### src/rtl/spi_reg_slave.sv
// SPI register-bank responder: eight 8-bit registers reachable from an external
// SPI master (all CPOL/CPHA modes), oversampled in the local clk domain.
module spi_reg_slave #(
  parameter int SYNC_STAGES = 2
) (
  input  logic        clk,
  input  logic        rst,
  input  logic        scki,
  input  logic        ssn,
  input  logic        mosii,
  input  logic        cpol,
  input  logic        cpha,
  output logic        misoo,
  output logic        misoe,
  input  logic        lcl_we,
  input  logic [2:0]  lcl_addr,
  input  logic [7:0]  lcl_wdata,
  output logic [63:0] regs_o,
  output logic        spi_wr,
  output logic [2:0]  spi_waddr,
  output logic        frame_done
);

  typedef enum logic [1:0] {IDLE, CMD, DATA, IGNORE} state_e;

  // Synchronisers carry no reset so a reset taken with ssn low cannot fake an ssn fall.
  logic [SYNC_STAGES-1:0] sck_sync_q, ssn_sync_q, mosi_sync_q;
  logic                   sck_prev_q, ssn_prev_q;

  always_ff @(posedge clk) begin
    sck_sync_q  <= {sck_sync_q[SYNC_STAGES-2:0], scki};
    ssn_sync_q  <= {ssn_sync_q[SYNC_STAGES-2:0], ssn};
    mosi_sync_q <= {mosi_sync_q[SYNC_STAGES-2:0], mosii};
    sck_prev_q  <= sck_sync_q[SYNC_STAGES-1];
    ssn_prev_q  <= ssn_sync_q[SYNC_STAGES-1];
  end

  logic sck_s, ssn_s, mosi_s;
  logic sck_rise, sck_fall, lead_edge, trail_edge, ssn_fall, ssn_rise;

  assign sck_s      = sck_sync_q[SYNC_STAGES-1];
  assign ssn_s      = ssn_sync_q[SYNC_STAGES-1];
  assign mosi_s     = mosi_sync_q[SYNC_STAGES-1];
  assign sck_rise   = sck_s & ~sck_prev_q;
  assign sck_fall   = ~sck_s & sck_prev_q;
  assign lead_edge  = cpol ? sck_fall : sck_rise;
  assign trail_edge = cpol ? sck_rise : sck_fall;
  assign ssn_fall   = ~ssn_s & ssn_prev_q;
  assign ssn_rise   = ssn_s & ~ssn_prev_q;

  state_e          state_q, state_d;
  logic            sample_q, sample_d, shift_q, shift_d;
  logic [2:0]      bit_cnt_q, bit_cnt_d;
  logic [7:0]      rx_sr_q, rx_sr_d;
  logic [2:0]      addr_q, addr_d;
  logic            rd_q, rd_d;
  logic [7:0]      tx_sr_q, tx_sr_d;
  logic            fresh_q, fresh_d;
  logic [7:0][7:0] regs_q, regs_d;
  logic            spi_wr_q, spi_wr_d;
  logic [2:0]      spi_waddr_q, spi_waddr_d;
  logic            frame_done_q, frame_done_d;
  logic            misoe_q, misoe_d;
  logic [7:0]      rx_byte;

  assign rx_byte = {rx_sr_q[6:0], mosi_s};

  always_comb begin
    sample_d     = cpha ? trail_edge : lead_edge;
    shift_d      = cpha ? lead_edge : trail_edge;
    state_d      = state_q;
    bit_cnt_d    = bit_cnt_q;
    rx_sr_d      = rx_sr_q;
    addr_d       = addr_q;
    rd_d         = rd_q;
    tx_sr_d      = tx_sr_q;
    fresh_d      = fresh_q;
    regs_d       = regs_q;
    spi_wr_d     = 1'b0;
    spi_waddr_d  = spi_waddr_q;
    frame_done_d = 1'b0;
    misoe_d      = ~ssn_s;

    // Local write first so a same-address SPI write below overrides it.
    if (lcl_we) regs_d[lcl_addr] = lcl_wdata;

    if (ssn_rise) begin
      frame_done_d = (state_q != IDLE);
      state_d      = IDLE;
      tx_sr_d      = 8'd0;
      fresh_d      = 1'b0;
    end else begin
      case (state_q)
        IDLE: begin
          if (ssn_fall) begin
            state_d   = CMD;
            bit_cnt_d = 3'd0;
            tx_sr_d   = 8'd0;
            fresh_d   = 1'b0;
          end
        end
        CMD, DATA: begin
          // A fresh load holds its MSB through the first shift edge, which makes
          // the same rule work whether that edge precedes or follows sampling.
          if (shift_q) begin
            if (fresh_q) fresh_d = 1'b0;
            else         tx_sr_d = {tx_sr_q[6:0], 1'b0};
          end
          if (sample_q) begin
            rx_sr_d   = rx_byte;
            bit_cnt_d = bit_cnt_q + 3'd1;
            if (bit_cnt_q == 3'd7) begin
              if (state_q == CMD) begin
                rd_d   = rx_byte[7];
                addr_d = rx_byte[2:0];
                if (rx_byte[6:3] != 4'd0) begin
                  state_d = IGNORE;
                end else begin
                  state_d = DATA;
                  if (rx_byte[7]) begin
                    tx_sr_d = regs_q[rx_byte[2:0]];
                    fresh_d = 1'b1;
                    addr_d  = rx_byte[2:0] + 3'd1;
                  end
                end
              end else if (rd_q) begin
                tx_sr_d = regs_q[addr_q];
                fresh_d = 1'b1;
                addr_d  = addr_q + 3'd1;
              end else begin
                regs_d[addr_q] = rx_byte;
                spi_wr_d       = 1'b1;
                spi_waddr_d    = addr_q;
                addr_d         = addr_q + 3'd1;
              end
            end
          end
        end
        IGNORE: ;
        default: state_d = IDLE;
      endcase
    end
  end

  always_ff @(posedge clk) begin
    if (rst) begin
      state_q      <= IDLE;
      sample_q     <= 1'b0;
      shift_q      <= 1'b0;
      bit_cnt_q    <= 3'd0;
      rx_sr_q      <= 8'd0;
      addr_q       <= 3'd0;
      rd_q         <= 1'b0;
      tx_sr_q      <= 8'd0;
      fresh_q      <= 1'b0;
      regs_q       <= '0;
      spi_wr_q     <= 1'b0;
      spi_waddr_q  <= 3'd0;
      frame_done_q <= 1'b0;
      misoe_q      <= 1'b0;
    end else begin
      state_q      <= state_d;
      sample_q     <= sample_d;
      shift_q      <= shift_d;
      bit_cnt_q    <= bit_cnt_d;
      rx_sr_q      <= rx_sr_d;
      addr_q       <= addr_d;
      rd_q         <= rd_d;
      tx_sr_q      <= tx_sr_d;
      fresh_q      <= fresh_d;
      regs_q       <= regs_d;
      spi_wr_q     <= spi_wr_d;
      spi_waddr_q  <= spi_waddr_d;
      frame_done_q <= frame_done_d;
      misoe_q      <= misoe_d;
    end
  end

  assign misoo      = tx_sr_q[7];
  assign misoe      = misoe_q;
  assign regs_o     = regs_q;
  assign spi_wr     = spi_wr_q;
  assign spi_waddr  = spi_waddr_q;
  assign frame_done = frame_done_q;

endmodule
### config.mk
export PLATFORM = sky130hd
export DESIGN_NAME = spi_reg_slave
export DESIGN_NICKNAME = d
export VERILOG_FILES = /design/src/rtl/spi_reg_slave.sv
export SDC_FILE = /design/constraint.sdc
export NUM_CORES = 1
export LEC_CHECK = 0
export CORE_AREA = 2 2 117 119
export DETAILED_ROUTE_END_ITERATION = 10
export DIE_AREA = 0 0 119 121
export DONT_BUFFER_PORTS = 1
export GPL_TIMING_DRIVEN = 0
export PLACE_DENSITY = 0.61
export SLEW_MARGIN = 10
export SYNTH_ARGS = -nofsm -noshare
export SYNTH_HDL_FRONTEND = slang
export SYNTH_SLANG_ARGS = --single-unit
### constraint.sdc
create_clock -name clk -period 2.2 [get_ports clk]
set_input_delay 0.44 -clock clk [delete_from_list [all_inputs] [get_ports clk]]
set_output_delay 0.44 -clock clk [all_outputs]
set_load 0.01 [all_outputs]
# Word-level counts from Yosys, hierarchy flattened
# Index checks and enable logic that the tools add are counted.
dict set report word_totals {
  ff_bits 105
  latch_bits 0
  mem_bits_rw 0
  mem_bits_ro 0
  in_bits 19
  output_inout_bits 71
  elab_cells 125
  memories 0
}
dict set report op_classes {
  n_addsub 3
  n_mul 0
  div_mod_pow 0
  n_lt_le_gt_ge 5
  n_eq_ne 7
  shift 0
  mux 53
  bitwise_logic 14
  n_reduce_logical 17
}
# cell n
set op_table {}
lappend op_table {{$mux 64} 7}
lappend op_table {{$bwmux 64} 2}
lappend op_table {{$mux 8} 13}
lappend op_table {{$bmux 8 s3} 2}
lappend op_table {{$demux 8 s3} 2}
lappend op_table {{$pmux 8 s2} 1}
lappend op_table {{$mux 3} 5}
lappend op_table {{$mux 1} 14}
lappend op_table {{$lt 3x4->1 const B} 3}
lappend op_table {{$not 1->1} 10}
lappend op_table {{$reduce_and 5->1} 2}
lappend op_table {{$add 3x1->3 const B} 3}
lappend op_table {{$mux 2} 4}
lappend op_table {{$ne 2x2->1 const B} 4}
lappend op_table {{$reduce_and 4->1} 2}
lappend op_table {{$ge 3x1->1 const B} 2}
lappend op_table {{$pmux 3 s2} 1}
lappend op_table {{$reduce_and 6->1} 1}
lappend op_table {{$reduce_or 2->1} 3}
lappend op_table {{$reduce_or 6->1} 1}
lappend op_table {{$and 1x1->1} 4}
lappend op_table {{$pmux 2 s2} 1}
lappend op_table {{$reduce_bool 2->1} 2}
lappend op_table {{$reduce_bool 4->1} 1}
lappend op_table {{other kinds (8)} 9}

# Longest topological paths before layout
# Gate-level depths: netlist of run 1.
dict set report logic_depth {
  depth_word 13
  depth_mapped 10
  mapped_depth_nobuf 7
}

# Worst setup path before layout of run 1
# OpenSTA, ideal clock, no wires.
dict set report synth_timing {
  path_kind {reg-to-reg}
  from {register state_q[0]}
  to {register addr_q[2]}
  setup_time_ps 131
  arrival_ps 1926
  t_required_ps 2069
  path_slack_ps 142
  path_stages_with_launch 11
  path_buffers 3
  period_less_slack_ps 2058
  cell_sequence {dfxtp_1 > inv_1 > ha_1 > buf_2 > nand2_1 > nor3b_1 > buf_4 > buf_2 > o21ai_0 > a221oi_1 > nor3_1}
}
dict set report synth_between {
  elab_chain_len 3
  word_cells_on_any_way 5
  classes_between {eq/ne: 2; mux: 1; reduce/logical: 2}
}
# element line_no
set synth_rtl {}
lappend synth_rtl {{start, declared} 51} ;# state_e state_q, state_d;
lappend synth_rtl {{start signal, assigned} 162} ;# state_q <= state_d;
lappend synth_rtl {{$eq 2x1->1 / $eq 2x2->1 (equally long branches)} {93, 113}}
lappend synth_rtl {{$reduce_or 2->1} 93} ;# case (state_q)
lappend synth_rtl {{$reduce_and 4->1 (no line)} --}
lappend synth_rtl {{end signal, assigned} 167} ;# addr_q <= addr_d;
lappend synth_rtl {{end, declared} 55} ;# logic [2:0] addr_q, addr_d;
# Parallel ways exist; a longest one is shown, timed or not.
# A chain may end at the register's enable or synchronous reset.

# Final worst setup path of run 1
dict set report layout_timing {
  from {register state_q[1]}
  to {register regs_q (netlist bit regs_o[59])}
}
dict set report layout_between {
  elab_chain_len 6
  word_cells_on_any_way 8
  classes_between {eq/ne: 2; mux: 5; reduce/logical: 1}
}
# element line_no
set layout_rtl {}
lappend layout_rtl {{$eq 2x1->1} {93, 113}}
lappend layout_rtl {{$mux 64} 113} ;# if (state_q == CMD) begin
lappend layout_rtl {{$mux 64} 112} ;# if (bit_cnt_q == 3'd7) begin
lappend layout_rtl {{$mux 64} 109} ;# if (sample_q) begin
lappend layout_rtl {{$mux 64 (*)} 93}
lappend layout_rtl {{$mux 64 (*)} 87} ;# if (ssn_rise) begin
lappend layout_rtl {{end signal, assigned} 171} ;# regs_q <= regs_d;
lappend layout_rtl {{end, declared} 59} ;# logic [7:0][7:0] regs_q, regs_d;
# Mark *: on every way between the ends. The rest lies on a longest branch, timed or not.

==> results of run 1 <==
-- worst reg2reg max path: stages (launching register included) --
cell and delay, ps:
dfxtp_2 350, inv_1 60, ha_1 310, buf_6 150, nand2_4 100, nor3b_4 230, buf_2 190, nand4_1 150
buf_4 210, nor2_1 120, a211oi_1 70
-- cell type report --
cell class	count	share of cell area, %
Multi-Input combinational cell	457	52.8
Sequential cell	105	32.3
Buffer	66	5.01
Clock buffer	11	3.72
Tap cell	176	3.38
Clock inverter	5	1.31
Timing Repair Buffer	11	1.23
Inverter	5	0.288
-- metal layers --
metal / wire [um] / track usage (%)
met3: 1380 / 5.97
met5: 0 / 0
met2: 8710 / 42.0
met1: 8020 / 34.0
met4: 368 / 7.66
-- repair_timing --
action                                  CTS  global route
resized for setup                        10            19
hold buffers                              0             0
pin swaps                                 1             2
endpoints found under the setup margin   76            71
endpoints found under the hold margin     0             0
gates cloned                              1             0
setup buffers                            10             0
-- worst min-delay path by stage --
stage                     slack [ps]                   start                     end
final                            110                   mosii  mosi_sync_q[0]$_DFF_P_
after global routing             100                   mosii  mosi_sync_q[0]$_DFF_P_
after CTS                        100                   mosii  mosi_sync_q[0]$_DFF_P_
after detailed placement         320   ssn_sync_q[0]$_DFF_P_   ssn_sync_q[1]$_DFF_P_
after global placement           310   ssn_sync_q[0]$_DFF_P_   ssn_sync_q[1]$_DFF_P_
after floorplan                  310  mosi_sync_q[0]$_DFF_P_  mosi_sync_q[1]$_DFF_P_
-- placed cells by master (no fill, tap or decap), types with 13 or more instances in the layout --
master    synthesis  final
buf_1            15     15
dfxtp_1         105    103
buf_2            20     13
nor2_1           89     89
a21oi_1          30     30
buf_4             1     13
nand3_1          18     18
mux4_2           17     17
nand2_1          34     33
a211oi_1         64     63
mux2i_1         113    113
clkbuf_1         30     27
-- registers in the layout (all words and copies together) (netlist names) --
| name | cells |
|---|---|
| addr_q | 3 |
| bit_cnt_q | 3 |
| frame_done | 1 |
| fresh_q | 1 |
| misoe | 1 |
| mosi_sync_q | 2 |
| rd_q | 1 |
| regs_o | 64 |
| rx_sr_q | 7 |
| sample_q | 1 |
| sck_prev_q | 1 |
| sck_sync_q | 2 |
| shift_q | 1 |
| spi_waddr | 3 |
| spi_wr | 1 |
| ssn_prev_q | 1 |
| ssn_sync_q | 2 |
| state_q | 2 |
| tx_sr_q | 8 |
-- logic make-up (layout without fill, tap and decap cells) --
logic type                 after synthesis  after routing
adders and majority gates                7              7
AOI/OAI and AO/OA                      137            137
DFF                                    105            105
muxes                                  130            130
and+or+nand+nor                        180            180
xor gates and xnor gates                 3              3
buffers and inverters                   72             98
-- per-stage QoR --
stage | hold slack (ps) | util, %
final | 106 | 49.8
after global routing | 95.0 | 49.8
after CTS | 101 | 49.6
after detailed placement | 315 | 46.2
after global placement | 311 | 46.2
after floorplan | 310 | -
-- where the power goes --
| part | internal (uW) | switching (uW) | leakage, uW |
|---|---|---|---|
| logic | 145 | 258 | 0.00147 |
| clock network | 1040 | 752 | 0.000157 |
| registers | 1940 | 63.8 | 0.000853 |
| total | 3130 | 1070 | 0.00248 |
==> impl_metrics.env, run 1 <==
export IMPL_ys_top_cells_by_area="dfxtp_1, mux2i_1, a211oi_1"
export IMPL_synthesis_area_mm2=0.00582
export IMPL_fmax_mhz=483
export IMPL_grt_setup_unrepaired="no"
export IMPL_yosys_area_share_adder_pct=1.50
export IMPL_critPathKind="reg -> reg"
export IMPL_path_depth=10
export IMPL_wl_per_cell_um=22.1
export IMPL_ys_ff_latch=105
export IMPL_drtPass1Iterations=5
export IMPL_hold_violations=0
export IMPL_p_per_area_mw_per_mm2=645
export IMPL_cp_endpoint="regs_o[59]$_SDFF_PP0_"
export IMPL_synth_xor_xnor_area_share_pct=0.451
export IMPL_cp_end_kind="register"
export IMPL_cts_tree="yes"
export IMPL_dpl_worst_slack_ps=-318
export IMPL_grt_max_degree=18
export IMPL_synth_simple_area_share_pct=14.3
export IMPL_tightest_slew_ps=939
export IMPL_slew_violations=0
export IMPL_grt_antenna_before_repair=0
export IMPL_initial_core_util_pct=44.5
export IMPL_startpoint_type="register"
export IMPL_multiInputGateArea_mm2=0.00344
export IMPL_syn_to_final_growth_pct=11.9
export IMPL_drv_cap=0
export IMPL_clk_pin_slew_ps=70
export IMPL_synth_edf_count=0
export IMPL_leakagePower_uw=0.00248
export IMPL_core_area_mm2=0.0131
export IMPL_worst_clock_skew_ps=9.96
export IMPL_synthMuxAreaShare_pct=26.0
export IMPL_critPathLaunch="state_q[1]$_SDFFE_PP0P_"
export IMPL_vias_per_cell=6.09
export IMPL_overflow=0
export IMPL_crit_family="buffers and inverters"
export IMPL_h_tree_depth=3
export IMPL_clock_root_buffer="clkbuf_16"
export IMPL_synth_top_family_by_area="multiplexers"
export IMPL_io_pins=90
export IMPL_final_setup_viol_count=0
export IMPL_setup_ws_ps=131
export IMPL_synth_most_common_cell="mux2i_1"
export IMPL_drtAntennaViolNets=0
export IMPL_arrival_ps=2290
export IMPL_rows=42
export IMPL_yosys_area_top_type="dfxtp_1"
export IMPL_grt_pass1_wl_um=28400
export IMPL_grt_pass1_vias=4955
export IMPL_synth_top_area_share_pct=36.1
export IMPL_peakVddDrop_v=0.000565
export IMPL_fin_crit_sh_pct=94.1
export IMPL_ys_flop_type="dfxtp_1"
export IMPL_crit_chain="inv_1, ha_1, buf_6, nand2_4, nor3b_4, buf_2, nand4_1, buf_4, nor2_1, a211oi_1"
export IMPL_r2r_start="state_q[1]$_SDFFE_PP0P_"
export IMPL_critPathSlowestCell="dfxtp_2"
export IMPL_clock_latency_ps=350
export IMPL_stdcell_area_mm2=0.00652
export IMPL_dp_hpwl_um=14100
export IMPL_synth_compound_area_share_pct=16.4
export IMPL_grt_use_total_pct=25.7
export IMPL_hold_class="in -> reg"
export IMPL_min_period_ps=2070
export IMPL_yosysWarnings=0
export IMPL_r2r_slack_ps=130
export IMPL_synth_cell_types=42
export IMPL_vias=5094
export IMPL_slew_headroom_pct=36.8
export IMPL_status="completed"
export IMPL_reg2reg_depth=10
export IMPL_register_area_mm2=0.00210
export IMPL_clk_path_buf_depth=2
export IMPL_die_x_um=119
export IMPL_hold_depth=0
export IMPL_ys_seq_area_share_pct=36.1
export IMPL_cp_num_buf_inv=4
export IMPL_synthArstFlopShare_pct=0
export IMPL_route_detailed_drc=0
export IMPL_placed_cell_area_mm2=0.00604
export IMPL_die_h_um=121
export IMPL_syn_avg_cell_area_um2=9.19
export IMPL_tns_ps=0
export IMPL_clock_sinks=105
export IMPL_worst_ep_required_time_ps=2420
export IMPL_synth_common_cells="mux2i_1, dfxtp_1, nor2_1"
export IMPL_die_area_mm2=0.0144
export IMPL_dp_cells=810
export IMPL_drt_wl_total_um=18500
export IMPL_diodes=0
export IMPL_cts_buffers_inserted=9
export IMPL_r2r_end="regs_o[59]$_SDFF_PP0_"
export IMPL_fillCellCount=1238
export IMPL_cp_max_fo=10
export IMPL_power_total_uw=4200
export IMPL_drtIter0Drc=400
export IMPL_synth_fp_nets=660
export IMPL_io_buffers=0
export IMPL_layout_drive_gt1_share_pct=11.8
export IMPL_max_stage_delay_ps=350
export IMPL_gp_congestion=0.886
export IMPL_nets=681
export IMPL_netlist_instances=634
export IMPL_final_cells=836
(Power assumes the default switching activity.)
==> run 2, diff against run 1 <==
--- a/config.mk
+++ b/config.mk
@@ -11,4 +11,5 @@
 export DONT_BUFFER_PORTS = 1
 export GPL_TIMING_DRIVEN = 0
+export MAX_ROUTING_LAYER = met4
 export PLACE_DENSITY = 0.61
 export SLEW_MARGIN = 10
==> constraint.sdc (replaced) <==
create_clock -name clk -period 2.2 [get_ports clk]
set_input_delay 0.33 -clock clk [delete_from_list [all_inputs] [get_ports clk]]
set_output_delay 0.33 -clock clk [all_outputs]
set_load 0.01 [all_outputs]
==> run 2 against run 1 <==
  * Setup slack worse by 25 ps
  * Clock skew is 1.3 ps higher
  * Flip-flop and latch count unchanged
  * Final cell count increased by 0.36%
  * Clock power barely moved
  * Register-to-register slack got worse by 30 ps
  * Sequential power hardly changed
  * Combinational power barely moved
  * Core utilization rose by 0.23 points
  * Non-clock buffer count rose by 3
  * Routed wire length increased by 0.62%
  * Critical endpoint is now regs_o[20]$_SDFF_PP0_
==> impl_metrics.env, run 2 (synthesis results as in run 1) <==
export IMPL_grt_setup_unrepaired="no"
export IMPL_grt_max_degree=18
export IMPL_vias_per_cell=6.10
export IMPL_drtPass1Iterations=5
export IMPL_io_buffers=0
export IMPL_drtAntennaViolNets=0
export IMPL_dp_hpwl_um=14100
export IMPL_worst_clock_skew_ps=11.2
export IMPL_clock_root_buffer="clkbuf_16"
export IMPL_crit_chain="inv_1, ha_1, buf_6, nand2_4, nor3b_4, buf_2, nand4b_1, buf_4, nor2_1, a211oi_1"
export IMPL_wl_per_cell_um=22.2
export IMPL_layout_commonest_cell="mux2i_1"
export IMPL_clock_sinks=105
export IMPL_finalHoldWorstSlack_ps=304
export IMPL_overflow=0
export IMPL_p_per_area_mw_per_mm2=642
export IMPL_fmax_mhz=477
export IMPL_min_period_ps=2090
export IMPL_drtIter0Drc=418
export IMPL_layout_drive_gt1_share_pct=11.8
export IMPL_largest_reg_flops=64
export IMPL_grt_pass1_vias=4948
export IMPL_worst_ep_required_time_ps=2400
export IMPL_initial_core_util_pct=44.5
export IMPL_leakagePower_uw=0.00249
export IMPL_fin_crit_sh_pct=95.2
export IMPL_io_pins=90
export IMPL_drt_wl_total_um=18600
export IMPL_die_area_mm2=0.0144
export IMPL_stdcell_area_mm2=0.00655
export IMPL_drv_cap=0
export IMPL_clk_pin_slew_ps=70
export IMPL_status="completed"
export IMPL_cts_tree="yes"
export IMPL_arrival_ps=2300
export IMPL_clk_path_buf_depth=2
export IMPL_peakVddDrop_v=0.000564
export IMPL_die_h_um=121
export IMPL_cp_max_fo=10
export IMPL_placed_cell_area_mm2=0.00604
export IMPL_clock_latency_ps=350
export IMPL_vias=5117
export IMPL_slew_violations=0
export IMPL_slew_headroom_pct=39.3
export IMPL_hold_violations=0
export IMPL_grt_pass1_wl_um=28500
export IMPL_critPathSlowestCell="dfxtp_2"
export IMPL_final_setup_viol_count=0
export IMPL_h_tree_depth=3
export IMPL_route_detailed_drc=0
export IMPL_grt_use_total_pct=26.5
export IMPL_startpoint_type="register"
export IMPL_syn_to_final_growth_pct=12.4
export IMPL_hold_class="in -> reg"
export IMPL_nets=684
export IMPL_cts_buffers_inserted=9
export IMPL_layout_common_cells="mux2i_1, dfxtp_1, nor2_1, a211oi_1, nand2_1"
export IMPL_max_stage_delay_ps=340
export IMPL_grt_antenna_before_repair=0
export IMPL_dpl_worst_slack_ps=-318
export IMPL_gp_congestion=0.901
export IMPL_diodes=0
export IMPL_cp_end_kind="register"
export IMPL_die_x_um=119
export IMPL_core_area_mm2=0.0131
export IMPL_tightest_slew_ps=906
export IMPL_critPathKind="reg -> reg"
export IMPL_setup_ws_ps=106
export IMPL_rows=42
==> run 2: changes by cell type in the layout (fill, tap and decap cells not counted), sizes merged <==
cell / delta
dlygate4sd3: +3
==> run 2: final timing paths <==
path / from / to / slack, ps / cells after the start
setup / recovery: state_q[1]$_SDFFE_PP0P_ / regs_o[20]$_SDFF_PP0_ / 110 / 10
hold / removal: cpha / sample_q$_SDFF_PP0_ / 300 / 3
setup reg to reg: state_q[1]$_SDFFE_PP0P_ / regs_o[20]$_SDFF_PP0_ / 110 / 10
hold reg to reg: ssn_sync_q[0]$_DFF_P_ / ssn_sync_q[1]$_DFF_P_ / 330 / 0
==> run 2: per-layer routing <==
metal,global-route usage [%],vias up,routed length (um)
li1,-,2374,-
met1,34.7,2511,8260
met2,42.0,199,8690
met3,5.36,33,1240
met4,7.51,0,392
met5,-,-,0
==> run 2: layout make-up <==
class / instances / area, um^2
Sequential cell: 105 / 2100
Clock buffer: 11 / 243
Clock inverter: 5 / 85.1
Timing Repair Buffer: 14 / 110
Tap cell: 176 / 220
Inverter: 5 / 18.8
Multi-Input combinational cell: 457 / 3440
Fill cell: 1237 / 6540
Buffer: 66 / 327
==> run 2: power breakdown <==
part | internal [uW] | switching (uW)
logic | 149 | 257
clock network | 1040 | 751
registers | 1940 | 64.3
==> run 2: stage by stage <==
step | cells | power (uW) | utilization, % | setup TNS [ps]
3_3_place_gp | 810 | 2410 | 46.2 | -11350
5_1_grt | 839 | 4310 | 50.0 | 0
6_report | 839 | 4200 | 50.0 | 0
3_5_place_dp | 810 | 2430 | 46.2 | -16070
2_1_floorplan | 634 | 2310 | - | 0
4_1_cts | 840 | 4190 | 49.8 | 0
==> run 2: timing repair <==
action                                  in CTS  in global routing
pin swaps                                    1                  2
endpoints found under the setup margin      76                 71
endpoints found under the hold margin        3                  0
gates cloned                                 1                  0
hold buffers                                 3                  0
gates resized for setup                     10                 19
buffers inserted                            10                  0
==> run 2: worst max-delay path: cells and delay by family (launching register included) <==
family	cells	cell delay, ps
AND/OR/NAND/NOR	4	600
adder cells (fa/ha/maj)	1	310
flip-flops	1	340
buffers and inverters	4	610
AO/OA/AOI/OAI	1	70
==> run 3, diff against run 2 <==
PLACE_DENSITY = unset   (was 0.61)
PLACE_DENSITY_LB_ADDON = 0.2   (was unset)
==> results of run 3 <==
No change in the layout: final DEF, timing and power equal those of run 2.
